**config.mk**
```make
export PLATFORM = sky130hd
export DESIGN_NAME = fifo_uart_tx
export DESIGN_NICKNAME = d
export VERILOG_FILES = /design/src/rtl/fifo_uart_tx.sv
export SDC_FILE = /design/constraint.sdc
export NUM_CORES = 1
export LEC_CHECK = 0
export BUFFER_PORTS_ARGS = -buffer_cell sky130_fd_sc_hd__buf_2
export CAP_MARGIN = 20
export CORE_MARGIN = 2
export CORE_UTILIZATION = 40
export CTS_BUF_LIST = sky130_fd_sc_hd__clkbuf_2
export CTS_CLUSTER_SIZE = 10
export DETAILED_ROUTE_END_ITERATION = 10
export HOLD_SLACK_MARGIN = 0.08
export SLEW_MARGIN = 20
export SYNTH_ARGS = -nofsm -noshare
export SYNTH_HDL_FRONTEND = slang
export SYNTH_SLANG_ARGS = --single-unit
```
**constraint.sdc**
```tcl
create_clock -name clk -period 2.45 [get_ports clk]
set_clock_uncertainty 0.15 [all_clocks]
set_input_delay 0.1225 -clock clk [delete_from_list [all_inputs] [get_ports clk]]
set_output_delay 0.1225 -clock clk [all_outputs]
set_load 0.02 [all_outputs]
```
**src/rtl/fifo_uart_tx.sv**
```systemverilog
// Drains a byte FIFO onto a UART line: start, DATA_W bits LSB-first, optional even parity, stop.
// FETCH/LOAD add two idle cycles between frames. Define FIFO_UART_TX_PARITY_EN to enable the parity bit.
module fifo_uart_tx #(
  parameter int CLKS_PER_BIT = 16,
  parameter int DATA_W       = 8
) (
  input  logic              clk,
  input  logic              rst,
  input  logic              tx_enable,
  input  logic              fifo_empty,
  input  logic [DATA_W-1:0] fifo_data,
  output logic              fifo_rd_en,
  output logic              tx,
  output logic              busy,
  output logic              frame_done
);

  localparam int CNT_W = (CLKS_PER_BIT > 1) ? $clog2(CLKS_PER_BIT) : 1;
  localparam int IDX_W = (DATA_W > 1) ? $clog2(DATA_W) : 1;
  localparam logic [CNT_W-1:0] CNT_LAST = CNT_W'(CLKS_PER_BIT - 1);
  localparam logic [IDX_W-1:0] IDX_LAST = IDX_W'(DATA_W - 1);

`ifdef FIFO_UART_TX_PARITY_EN
  typedef enum logic [2:0] {IDLE, FETCH, LOAD, START, DATA, PARITY, STOP} state_t;
`else
  typedef enum logic [2:0] {IDLE, FETCH, LOAD, START, DATA, STOP} state_t;
`endif

  state_t            state, state_n;
  logic [CNT_W-1:0]  cnt, cnt_n;
  logic [IDX_W-1:0]  idx, idx_n;
  logic [DATA_W-1:0] shift, shift_n;
  logic              bit_end;
  logic              tx_n, rd_en_n, busy_n, done_n;
`ifdef FIFO_UART_TX_PARITY_EN
  logic              parity, parity_n;
`endif

  assign bit_end = (cnt == CNT_LAST);

  always_ff @(posedge clk or negedge rst) begin
    if (!rst) begin
      state      <= IDLE;
      cnt        <= '0;
      idx        <= '0;
      shift      <= '0;
      tx         <= 1'b1;
      fifo_rd_en <= 1'b0;
      busy       <= 1'b0;
      frame_done <= 1'b0;
    end else begin
      state      <= state_n;
      cnt        <= cnt_n;
      idx        <= idx_n;
      shift      <= shift_n;
      tx         <= tx_n;
      fifo_rd_en <= rd_en_n;
      busy       <= busy_n;
      frame_done <= done_n;
    end
  end

`ifdef FIFO_UART_TX_PARITY_EN
  always_ff @(posedge clk or negedge rst) begin
    if (!rst) begin
      parity <= 1'b0;
    end else begin
      parity <= parity_n;
    end
  end
`endif

  always_comb begin
    state_n = state;
    idx_n   = idx;
    shift_n = shift;
`ifdef FIFO_UART_TX_PARITY_EN
    parity_n = parity;
`endif
    case (state)
      IDLE: begin
        if (tx_enable && !fifo_empty) state_n = FETCH;
      end
      FETCH: state_n = LOAD;
      LOAD: begin
        // Pop issued in FETCH lands on fifo_data this cycle.
        shift_n = fifo_data;
`ifdef FIFO_UART_TX_PARITY_EN
        parity_n = ^fifo_data;
`endif
        state_n = START;
      end
      START: begin
        if (bit_end) state_n = DATA;
      end
      DATA: begin
        if (bit_end) begin
          shift_n = shift >> 1;
          if (idx == IDX_LAST) begin
            idx_n = '0;
`ifdef FIFO_UART_TX_PARITY_EN
            state_n = PARITY;
`else
            state_n = STOP;
`endif
          end else begin
            idx_n = idx + IDX_W'(1);
          end
        end
      end
`ifdef FIFO_UART_TX_PARITY_EN
      PARITY: begin
        if (bit_end) state_n = STOP;
      end
`endif
      STOP: begin
        if (bit_end) state_n = (tx_enable && !fifo_empty) ? FETCH : IDLE;
      end
      default: state_n = IDLE;
    endcase

    cnt_n = (state_n != state || bit_end || state == IDLE) ? '0 : cnt + CNT_W'(1);

    // Outputs are registered from next-state values so they align with the state register.
    tx_n = 1'b1;
    case (state_n)
      START:   tx_n = 1'b0;
      DATA:    tx_n = shift_n[0];
`ifdef FIFO_UART_TX_PARITY_EN
      PARITY:  tx_n = parity_n;
`endif
      default: tx_n = 1'b1;
    endcase
    rd_en_n = (state_n == FETCH);
    busy_n  = (state_n != IDLE);
    done_n  = (state_n == STOP) && (cnt_n == CNT_LAST);
  end

endmodule
```
==> impl_metrics.ini <==
[sta]
fin_setup_tns_ps = 0
final-max-slew-violation-count = 0
final.min_clock_period_ps = 1970
layout_worst_path_cycle_share = 0.804
setup_violations = 0
timing.slew.headroom = 0.672
transition_time_at_the_pin_with_the_least_slew_margin_ps = 490
hold_viol = 0
fmax_mhz = 508
grt_setup_unrepaired = false

[critical_path]
required_ps = 2530
regToRegEndpoint = shift[5]
r2r_slack_ps = 480
worst_setup_path_start_kind = flip-flop
critical_path_arrival_ps = 2050
critical_path.endpoint_type = flip-flop
worstSetupStartpoint = cnt[0]
worstPathMaxFanout = 13
r2r-start = cnt[0]
critical_setup_path_kind = reg2reg
timing.reg2reg.worst_path_depth = 5

[logic_synthesis]
synth_fp_nets = 105
synthCells = 90
netlist_top_cells_area = dfrtp_1, a22o_1, a21o_1
ys_seq_elements = 22
synth-seq-area-share = 0.533
ys_dominant_reg_cell = dfrtp_1
syn_area_per_cell_um2 = 11.5
synth_area_leader_cell = dfrtp_1
synth_cell_type_count = 37
synth.cell_area_um2 = 1040
yosysMostFrequentCell = dfrtp_1
async_flop_share = 1.00
synth_top_cell_area_share = 0.507
synth.yosys.warnings = 0
yosys-top-cells-count = dfrtp_1, nor2_1, a21o_1, a22o_1, o21ai_0
synth-edff-count = 0

[finish]
final_cell_area_um2 = 1240
multi_input_area_um2 = 454
flow.area_growth_from_synthesis_pct = 19.7
final-seq-area_um2 = 552
stdcell_count = 146
drive_gt1_frac = 0.259
utilization_of_the_core_after_routing = 0.505
final.fill_count = 234
nets = 132
antennaDiodeCount = 0

[place]
hpwl_um = 1280
port_buffers = 15
postPlaceCellArea_um2 = 1130
finalWeightedCongestion = 0.750
place.detailed.instances = 133

[floorplanning]
die_width_um = 54.9
die-area_um2 = 3010
rows = 18
starting_density = 0.422
die_height_um = 54.9
io_pins = 16
core_area_um2 = 2450

[grt]
grt_pass1_wl_um = 3210
grt-ovfl-total = 0
via_count_of_the_first_global_routing_pass = 706
grt_start_max_net_pins = 23
antenna_violations_before_repair = 0
grt_usage = 0.152

[detailed_routing]
routed-via-count = 766
drt_pass1_iterations = 4
dr.first_iter.drc_count = 10
total_wire_length_um = 1860
detail_route.vias_per_cell = 5.25
residual_antenna_violating_net_count_after_detailed_routing = 0
avgRoutedWirePerCell_um = 12.7
drt_drc_violations_left = 0

[run_status]
outcome = finished clean

[job]
drv.max_cap_violation_count = 0

[pwr]
cellLeakagePower_nw = 0.619
worst_ir_drop_vdd_mv = 0.367
finalPower_mw = 0.558
total_power_divided_by_cell_area_nw_per_um2 = 450

[clock_network]
clock_insertion_delay_worst_skew_ps = 310
clock_path_buffers = 2
cts_root_buffer = clkbuf_2
post-cts-setup-buffer-count = 0
clkTransAtPathRegs_ps = 190
cts_sinks = 22
htree_num_levels = 1
cts_buffers = 3
clock_tree_from_tritoncts = done

[min_path]
worstHoldPathType = in2async
cell usage in the layout, fill, tap and decap left out, types with 2 or more instances in the layout:
cell type,synthesis,routed
dfrtp_1,21,21
buf_2,0,15
nor2_1,10,10
dlygate4sd3_1,0,9
a22o_1,6,6
a21o_1,6,6
o21ai_0,4,4
clkbuf_2,0,4
nand2b_1,3,3
nand2_1,3,3
inv_1,3,3
ha_1,3,3
mux2i_1,2,2
a21oi_1,2,2
mux2_2,2,2
cells by family (layout without fill, tap and decap cells):
| kind of cell | Yosys count | in the layout | synth area share |
|---|---|---|---|
| muxes | 4 | 4 | 0.0411 |
| buffers and inverters | 5 | 31 | 0.0290 |
| DFF | 22 | 22 | 0.533 |
| and+or+nand+nor | 29 | 29 | 0.167 |
| xor gates and xnor gates | 2 | 2 | 0.0169 |
| AOI/OAI and AO/OA | 25 | 25 | 0.178 |
| adders and majority gates | 3 | 3 | 0.0362 |
worst max-delay path by stage:
stage,to,depth (start not counted)
after global placement,shift[5],5
after CTS,shift[5],5
after floorplan,idx[0],5
after global routing,shift[5],5
after detailed placement,shift[5],5
final,shift[5],5
per-layer routing:
| metal | up-vias | GRT usage | part of all wire |
|---|---|---|---|
| li1 | 380 | - | - |
| met1 | 372 | 0.229 | 0.48 |
| met2 | 12 | 0.224 | 0.49 |
| met3 | 2 | 0.0161 | 0.029 |
| met4 | 0 | 0.0610 | 0.0059 |
| met5 | - | 0 | 0 |
per-stage QoR:
stage	worst slack, ps	hold WS (ps)
5_1_grt	243	146
2_1_floorplan	759	-323
3_5_place_dp	451	-37.8
6_report	480	120
3_3_place_gp	536	-46.9
4_1_cts	440	104
power breakdown:
part | internal (mW) | switching (mW)
clock | 0.0432 | 0.101
combinational | 0.0237 | 0.0161
sequential | 0.371 | 0.00356
total | 0.438 | 0.120
critical path, stage by stage, from the launching register on:
cell and delay [ps]:
dfrtp_1 440, ha_1 300, nand3_2 130, nor3_4 450, nor2_1 210, a21o_1 220
state kept, by name, summed over array words and instances, names as in the netlist:
register,cells
fifo_rd_en,1
frame_done,1
tx,1
state,3
cnt,4
idx,3
shift,8
busy,1
what timing repair did:
action                                  CTS  global route
endpoints found under the setup margin    0             0
endpoints found under the hold margin    30             0
gates resized for setup                   0             0
hold buffers                              9             0
layout make-up:
cell class | count | area share
Sequential cell | 22 | 0.445
Clock buffer | 4 | 0.0161
Multi-Input combinational cell | 63 | 0.366
Timing Repair Buffer | 24 | 0.133
Tap cell | 30 | 0.0303
Inverter | 3 | 0.00908
No activity file was read; power rests on OpenSTA's default activity.
